$ cat config.mk
export PLATFORM = sky130hd
export DESIGN_NAME = one_to_two_st_demux
export DESIGN_NICKNAME = d
export VERILOG_FILES = /design/src/rtl/one_to_two_st_demux.sv
export SDC_FILE = /design/constraint.sdc
export NUM_CORES = 1
export LEC_CHECK = 0
export CAP_MARGIN = 25
export CORE_MARGIN = 3
export CORE_UTILIZATION = 45
export DETAILED_ROUTE_END_ITERATION = 6
export GPL_ROUTABILITY_DRIVEN = 0
export GPL_TIMING_DRIVEN = 1
export PLACE_DENSITY = 0.79
export SETUP_SLACK_MARGIN = 0.5
export SLEW_MARGIN = 20
export SYNTH_ARGS = -nofsm -noshare
export SYNTH_HDL_FRONTEND = slang
export SYNTH_SLANG_ARGS = --single-unit
$ cat constraint.sdc
create_clock -name clk -period 2.55 [get_ports clk]
set_clock_uncertainty 0.2 [all_clocks]
set_input_delay 0.51 -clock clk [delete_from_list [all_inputs] [get_ports clk]]
set_output_delay 0.51 -clock clk [all_outputs]
set_load 0.005 [all_outputs]
$ cat src/rtl/one_to_two_st_demux.sv
// 1:2 AXI-Stream router: each packet goes to port A or B, chosen from sel on its first beat.
// Each master port has a one-deep output register, and a per-port counter tracks completed packets.
//
// state  | meaning
// IDLE   | between packets; the next beat routes by sel
// IN_PKT | mid-packet; the route is frozen in `route` until the tlast beat
module one_to_two_st_demux #(
  parameter int DATA_WIDTH = 32,
  parameter int CNT_WIDTH  = 16
) (
  input  logic                  clk,
  input  logic                  resetn,
  input  logic                  sel,
  input  logic [DATA_WIDTH-1:0] s_axis_tdata,
  input  logic                  s_axis_tvalid,
  output logic                  s_axis_tready,
  input  logic                  s_axis_tlast,
  output logic [DATA_WIDTH-1:0] m_axis_tdata_A,
  output logic                  m_axis_tvalid_A,
  input  logic                  m_axis_tready_A,
  output logic                  m_axis_tlast_A,
  output logic [DATA_WIDTH-1:0] m_axis_tdata_B,
  output logic                  m_axis_tvalid_B,
  input  logic                  m_axis_tready_B,
  output logic                  m_axis_tlast_B,
  output logic                  route,
  output logic [CNT_WIDTH-1:0]  pkt_cnt_A,
  output logic [CNT_WIDTH-1:0]  pkt_cnt_B
);

  typedef enum logic {
    IDLE   = 1'b0,
    IN_PKT = 1'b1
  } state_t;

  state_t state, state_nxt;
  logic   eff_route;
  logic   rdy_a, rdy_b;
  logic   accept;
  logic   load_a, load_b;

  always_ff @(posedge clk or negedge resetn) begin
    if (!resetn) state <= IDLE;
    else         state <= state_nxt;
  end

  always_comb begin
    state_nxt = state;
    if (accept) state_nxt = s_axis_tlast ? IDLE : IN_PKT;
  end

  // Ready looks only at the port the current beat is routed to.
  always_comb begin
    eff_route     = (state == IDLE) ? sel : route;
    rdy_a         = !m_axis_tvalid_A || m_axis_tready_A;
    rdy_b         = !m_axis_tvalid_B || m_axis_tready_B;
    s_axis_tready = eff_route ? rdy_b : rdy_a;
    accept        = s_axis_tvalid && s_axis_tready;
    load_a        = accept && !eff_route;
    load_b        = accept && eff_route;
  end

  always_ff @(posedge clk or negedge resetn) begin
    if (!resetn)                        route <= 1'b0;
    else if (accept && state == IDLE)   route <= sel;
  end

  always_ff @(posedge clk or negedge resetn) begin
    if (!resetn) begin
      m_axis_tvalid_A <= 1'b0;
      m_axis_tdata_A  <= '0;
      m_axis_tlast_A  <= 1'b0;
    end else if (load_a) begin
      m_axis_tvalid_A <= 1'b1;
      m_axis_tdata_A  <= s_axis_tdata;
      m_axis_tlast_A  <= s_axis_tlast;
    end else if (m_axis_tready_A) begin
      m_axis_tvalid_A <= 1'b0;
    end
  end

  always_ff @(posedge clk or negedge resetn) begin
    if (!resetn) begin
      m_axis_tvalid_B <= 1'b0;
      m_axis_tdata_B  <= '0;
      m_axis_tlast_B  <= 1'b0;
    end else if (load_b) begin
      m_axis_tvalid_B <= 1'b1;
      m_axis_tdata_B  <= s_axis_tdata;
      m_axis_tlast_B  <= s_axis_tlast;
    end else if (m_axis_tready_B) begin
      m_axis_tvalid_B <= 1'b0;
    end
  end

  // Packets count as complete when their tlast beat is accepted at the slave.
  always_ff @(posedge clk or negedge resetn) begin
    if (!resetn) begin
      pkt_cnt_A <= '0;
      pkt_cnt_B <= '0;
    end else begin
      if (load_a && s_axis_tlast) pkt_cnt_A <= pkt_cnt_A + CNT_WIDTH'(1);
      if (load_b && s_axis_tlast) pkt_cnt_B <= pkt_cnt_B + CNT_WIDTH'(1);
    end
  end

endmodule

## Word-level counts from Yosys, hierarchy flattened

Cells that the tools add are included.

| word-level totals | value |
|---|---|
| bits in registers | 102 |
| bits of input ports | 39 |
| output and inout bits | 102 |
| logic and storage cells | 33 |

| operators by class | value |
|---|---|
| add/subtract/negate cells | 2 |
| reductions and logical operators | 13 |
| multiplexer cells | 7 |
| bitwise logic cells | 1 |

Operators by type and width:

| operator | count |
|---|---|
| 16-bit by 1-bit adder with 16-bit output (second input constant) | 2 |
| 1-bit two-way mux | 7 |
| 1-bit logical AND | 6 |
| 2-bit nonzero test | 2 |
| 1-bit logical NOT | 3 |
| 1-bit logical OR | 2 |
| 1-bit NOT | 1 |

## Longest topological paths before layout

Gate-level depths: netlist of run 1.

| logic depth | value |
|---|---|
| depth in word-level cells | 6 |
| mapped depth | 6 |

## Least setup slack after synthesis of run 1

OpenSTA, ideal clock, no wires.

| timing path | value |
|---|---|
| kind | input port to flip-flop |
| start | input sel |
| end | register m_axis_tdata_B[13] |
| setup slack | 0.675 ns |
| buffers on the path | 2 |
| cell stages on the path | 5 |
| library setup time | 0.125 ns |
| arrival time | 1.551 ns |
| cell sequence | mux2_4 nand3_2 buf_6 buf_2 mux2_2 |

| between the ends | value |
|---|---|
| longest elaborated chain between the ends | 4 |

RTL lines:

| item | line | RTL |
|---|---|---|
| start: declaration | 13 | `input logic sel,` |
| 1-bit two-way mux (*) | 54 | `eff_route = (state == IDLE) ? sel : route;` |
| 1-bit two-way mux | 57 | `s_axis_tready = eff_route ? rdy_b : rdy_a;` |
| 1-bit logical AND | 58 | `accept = s_axis_tvalid && s_axis_tready;` |
| 1-bit logical AND (*) | 60 | `load_b = accept && eff_route;` |
| end signal: assignment | 89 | `m_axis_tdata_B <= s_axis_tdata;` |
| end: declaration | 22 | `output logic [DATA_WIDTH-1:0] m_axis_tdata_B,` |

Every way passes the cells marked *; elsewhere a longest branch is shown, timed or not.
A chain may end at the register's enable or synchronous reset.

## Worst setup path in the final report of run 1

| timing path | value |
|---|---|
| start | register state |
| end | output s_axis_tready |

| between the ends | value |
|---|---|
| longest elaborated chain between the ends | 2 |

RTL lines:

| item | line | RTL |
|---|---|---|
| start: declaration | 36 | `state_t state, state_nxt;` |
| start signal: assignment | 44 | `else state <= state_nxt;` |
| 1-bit two-way mux | 54 |  |
| 1-bit two-way mux | 57 |  |
| end: declaration | 16 | `output logic s_axis_tready,` |

Every way passes these cells.

==> flow_summary.toml, run 1 <==
[setup_path]
ff2ff_setup_slack_ns = 0.57
startpoint_type = "register"
cp.required_ns = 1.84
path_buf_inv = 1
cp_slowest_stage_delay_ns = 0.44
cp.arrival_ns = 1.54
cp_max_fo = 3
rr_worst_depth = 5
r2r_start = "state"
cp_top_family = "multiplexers"
crit_chain = "mux2_4 -> mux2_4 -> buf_6"
cp_num_cells = 3
crit_type = "reg2out"
slowest_stage = "dfrtp_1"
endpoint_kind = "output port"
r2r_end = "route"
cpMostUsedCell = "mux2_4"

[synth]
avgSynthCellArea_um2 = 14.4
synth_top_area_cell = "dfrtp_1"
syn_inst = 287
synth_nets = 328
synth_area_leaders = "dfrtp_1, mux2_2, xnor2_1"
synth_enable_flop_cells = 0
ys_types = 30
ys_seq_area_frac = 0.618
syn_area_um2 = 4130
yosysTopAreaCellShare = 0.618
synth-async-reset-ratio = 1.00
ys_ff_latch = 102
yosys_warnings = 0
synthFlopType = "dfrtp_1"

[final_layout]
fin_nets = 507
drive_gt1_frac = 0.289
final_cell_mix = "clkdlybuf4s50_1, dfrtp_1, mux2_2"
stdcell_area_um2 = 6170
diodes = 0
num-fill-cells = 628
synthToLayoutAreaGrowth_pct = 49.5
mostFrequentLayoutCell = "clkdlybuf4s50_1"
final_cells = 579
multi_input_area_um2 = 1550
seq_area_um2 = 2560

[sta]
post-route-period-util = 0.883
worstMarginPinSlew_ns = 0.503
finalSetupTns_ns = 0
slew_violations = 0
hold_viol_final = 0
relSlewSlack = 0.664
finalSetupViolCount = 0
rsz0062_at_grt = "true"
fin_crit_ns = 2.25
clock.fmax_mhz = 444

[die]
ios = 141
coreArea_um2 = 8810
die_w_um = 102
die_y_um = 102
start_util = 0.469
die_area_um2 = 10400
row_count = 34

[cts]
clock_sinks = 102
root_buffer = "clkbuf_8"
htreeDepth = 3
clk_pin_slew_ns = 0.10
cts_tree = "yes"
clockBufferDepth = 2
cts_buffers = 9
clock_latency_ns = 0.34

[route]
drt-initial-drc-count = 80
wl_per_cell_um = 16.6
ant_nets = 0
drt_first_pass_iters = 4
routed_wl_um = 9630
post-route-drc-count = 0
dr_total_vias = 2924
viasPerCell = 5.05

[global_route]
grt_overflow = 0
antenna_found_initial = 0
globalRouteMet1Util = 0.229
met2_usage = 0.321
grtUsageTotal = 0.188
grt_pass1_vias = 3055
grt_max_degree = 41
grt_util_met3 = 0.0489
grt_pass1_wl_um = 15200
grt-busiest-layer = "met2"

[placed_design]
io_buffer_count = 140
place_inst = 540
placed_cell_area_um2 = 5740
dpl.hpwl_um = 6700

[hold_path]
worstHoldEndpoint = "pkt_cnt_B[15]"
min_path_cells = 1
hold_start = "pkt_cnt_B[15]"
hp-class = "reg2reg"

[power_and_ir_drop]
vdd_drop_max_uv = 555
powerDensity_nw_per_um2 = 1020
p_leak_nw = 2.70
power_mw = 6.33

[outcome]
status = "complete, no violations"

[flow_run]
drv_cap = 0
## state kept, by name, summed over array words and instances (netlist names)
name             count
m_axis_tdata_A      32
m_axis_tdata_B      32
m_axis_tlast_A       1
m_axis_tlast_B       1
m_axis_tvalid_A      1
m_axis_tvalid_B      1
pkt_cnt_A           16
pkt_cnt_B           16
route                1
state                1
## worst register-to-register path: cells and delay by family, from the launching register on
| kind | cells | cell delay, ns |
|---|---|---|
| and+or+nand+nor | 1 | 0.11 |
| DFF | 1 | 0.44 |
| muxes | 3 | 0.98 |
| buffers and inverters | 1 | 0.15 |
## power breakdown
group          total [mW]  internal [mW]  switching, mW
logic                2.72           1.85          0.868
registers            2.60           2.24          0.355
clock network        1.01          0.482          0.529
## Yosys cell counts, drive strengths merged, types with 3 or more instances
cell   number
and3        6
buf         9
dfrtp     102
mux2       68
nand2      18
nand3      10
nand4      12
nor2        3
nor3        8
nor4        5
xnor2      17
xor2       13
## stage by stage
stage	hold slack [ns]	utilization	worst slack, ns
after detailed placement	0.257	0.652	-0.113
final	0.272	0.701	0.298
after CTS	0.275	0.681	0.279
after global placement	0.254	0.652	-0.0961
after global routing	0.301	0.701	0.242
after floorplan	0.0144	-	0.675
## area by class of cell
| class | instances | share of cell area |
|---|---|---|
| sequential | 102 | 0.414 |
| clock buffer | 11 | 0.0229 |
| timing repair buffer | 177 | 0.280 |
| tap | 108 | 0.0219 |
| clock inverter | 5 | 0.00952 |
| inverter | 2 | 0.00122 |
| multi-input combinational | 174 | 0.250 |
## cell families after synthesis
| logic type | synth area share |
|---|---|
| buffers and inverters | 0.0200 |
| adder cells (fa/ha/maj) | 0.00606 |
| AO/OA/AOI/OAI | 0.00454 |
| AND/OR/NAND/NOR | 0.0991 |
| flip-flops | 0.618 |
| multiplexers | 0.189 |
| XOR/XNOR | 0.0636 |
## layer usage
metal / up-vias / routed length (um)
met2: 91 / 5000
li1: 1372 / -
met5: - / 0
met1: 1449 / 3890
met3: 12 / 583
met4: 0 / 161
## timing repair
action / 4_1_cts / 5_1_grt
setup endpoints to repair: 46 / 25
hold endpoints to repair: 37 / 0
gates resized for setup: 9 / 9
hold buffers: 1 / 0
buffers inserted: 5 / 17
## worst max path at each step
stage / end / from / slack (ns)
after floorplan: m_axis_tdata_B[13] / sel / 0.67
after global placement: s_axis_tready / sel / -0.1
after detailed placement: s_axis_tready / sel / -0.11
after CTS: s_axis_tready / state / 0.28
after global routing: s_axis_tready / state / 0.24
final: s_axis_tready / state / 0.30
Note: power is estimated with default switching activity, not from simulation.
==> run 2: changes to the inputs <==
CORE_UTILIZATION = 37   (was 45)
PLACE_DENSITY = 0.67   (was 0.79)
==> run 2 against run 1 <==
Sequential cell count is the same. Routed wire length grew 1.5%. Total power shrank 1.2%. Largest cell class unchanged. Critical path type unchanged. Critical endpoint unchanged. Via count grew 1.5%. First-iteration DRC count grew 8.8%. Hold slack gained 0.0020 ns. Sequential power is essentially flat. Worst setup slack gained 0.038 ns. Largest power group unchanged.
==> flow_summary.toml, run 2 (synthesis results as in run 1) <==
[sta]
holdWs_ns = 0.273
slew_violations = 0
worstMarginPinSlew_ns = 0.445
post-route-period-util = 0.868
hold_viol_final = 0
finalSetupTns_ns = 0
finalSetupViolCount = 0
relSlewSlack = 0.701
fin_crit_ns = 2.21
clock.fmax_mhz = 452
rsz0062_at_grt = "true"

[die]
ios = 141
row_count = 37
die_y_um = 112
die_w_um = 112
coreArea_um2 = 10600
start_util = 0.390
die_area_um2 = 12500

[global_route]
grt_max_degree = 54
grtUsageTotal = 0.159
grt_overflow = 0
grt_pass1_wl_um = 16100
grt_pass1_vias = 3149
antenna_found_initial = 0

[final_layout]
final_cells = 616
drive_gt1_frac = 0.290
final_cell_mix = "clkdlybuf4s50_1, dfrtp_1, mux2_2"
largest_registers = "m_axis_tdata_A x32, m_axis_tdata_B x32"
stdcell_area_um2 = 6200
mostFrequentLayoutCell = "clkdlybuf4s50_1"
synthToLayoutAreaGrowth_pct = 50.0
fin_nets = 516
diodes = 0

[cts]
clock_sinks = 102
htreeDepth = 3
cts_tree = "yes"
root_buffer = "clkbuf_8"
clockBufferDepth = 2
cts_buffers = 9
clock_latency_ns = 0.35
clk_pin_slew_ns = 0.09

[power_and_ir_drop]
vdd_drop_max_uv = 591
powerDensity_nw_per_um2 = 1010
p_leak_nw = 2.74
power_mw = 6.25

[route]
dr_total_vias = 2969
drt-initial-drc-count = 87
drt_first_pass_iters = 4
routed_wl_um = 9780
wl_met2_um = 4950
viasPerCell = 4.82
wl_met1_um = 3920
post-route-drc-count = 0
wl_per_cell_um = 15.9
dr_wl_met3_um = 756
ant_nets = 0
topRoutingLayerUsed = "met4"

[setup_path]
startpoint_type = "register"
cp_max_fo = 2
crit_type = "reg2out"
cp.required_ns = 1.84
cp.arrival_ns = 1.50
endpoint_kind = "output port"

[placed_design]
place_inst = 571
dpl.hpwl_um = 7010
placed_cell_area_um2 = 5760
io_buffer_count = 140

[outcome]
status = "complete, no violations"

[flow_run]
drv_cap = 0

[hold_path]
hp-class = "reg2reg"
[run 2: what timing repair did]
action | 4_1_cts | 5_1_grt
hold buffers | 1 | 0
endpoints found under the setup margin | 49 | 18
gates resized for setup | 9 | 5
endpoints found under the hold margin | 31 | 0
pin swaps | 0 | 0
buffers inserted | 13 | 15
gates cloned | 0 | 0
[run 2: path summary, 6_finish.rpt]
kind,from,end,slack (ns),depth (start not counted)
max reg2reg,state,m_axis_tdata_B[28],0.59,5
min,pkt_cnt_A[15],pkt_cnt_A[15],0.27,1
max in group asynchronous,resetn,pkt_cnt_A[7],1.04,3
min in group asynchronous,resetn,pkt_cnt_B[9],0.44,2
max,state,s_axis_tready,0.34,3
min reg2reg,pkt_cnt_A[15],pkt_cnt_A[15],0.27,1
[run 2: where the power goes]
part / total [mW] / leakage, nW / internal, mW / switching (mW)
Sequential: 2.58 / 1.25 / 2.24 / 0.340
Combinational: 2.68 / 1.40 / 1.82 / 0.858
Clock: 0.988 / 0.0935 / 0.457 / 0.531
Total: 6.25 / 2.74 / 4.52 / 1.73
[run 2: stage by stage]
step	worst slack, ns	util
4_1_cts	0.314	0.573
3_5_place_dp	-0.103	0.544
2_1_floorplan	0.675	-
3_3_place_gp	-0.0931	0.544
5_1_grt	0.271	0.585
6_report	0.337	0.585
[run 2: area by class of cell]
class                      count  area [um^2]
fill                         885         4400
sequential                   102         2550
timing repair buffer         186         1770
multi-input combinational    174         1500
tap                          136          170
clock buffer                  11          131
clock inverter                 5         60.1
inverter                       2         7.51
[run 2: per-layer routing]
layer / vias up / track usage
met1: 1480 / 0.187
li1: 1384 / -
met3: 11 / 0.0641
met2: 94 / 0.269
met4: 0 / 0.0438
met5: - / 0
[run 2: critical path: stages (launching register included)]
cell	delay, ns
dfrtp_1	0.41
mux2_4	0.32
mux2_4	0.31
buf_6	0.12
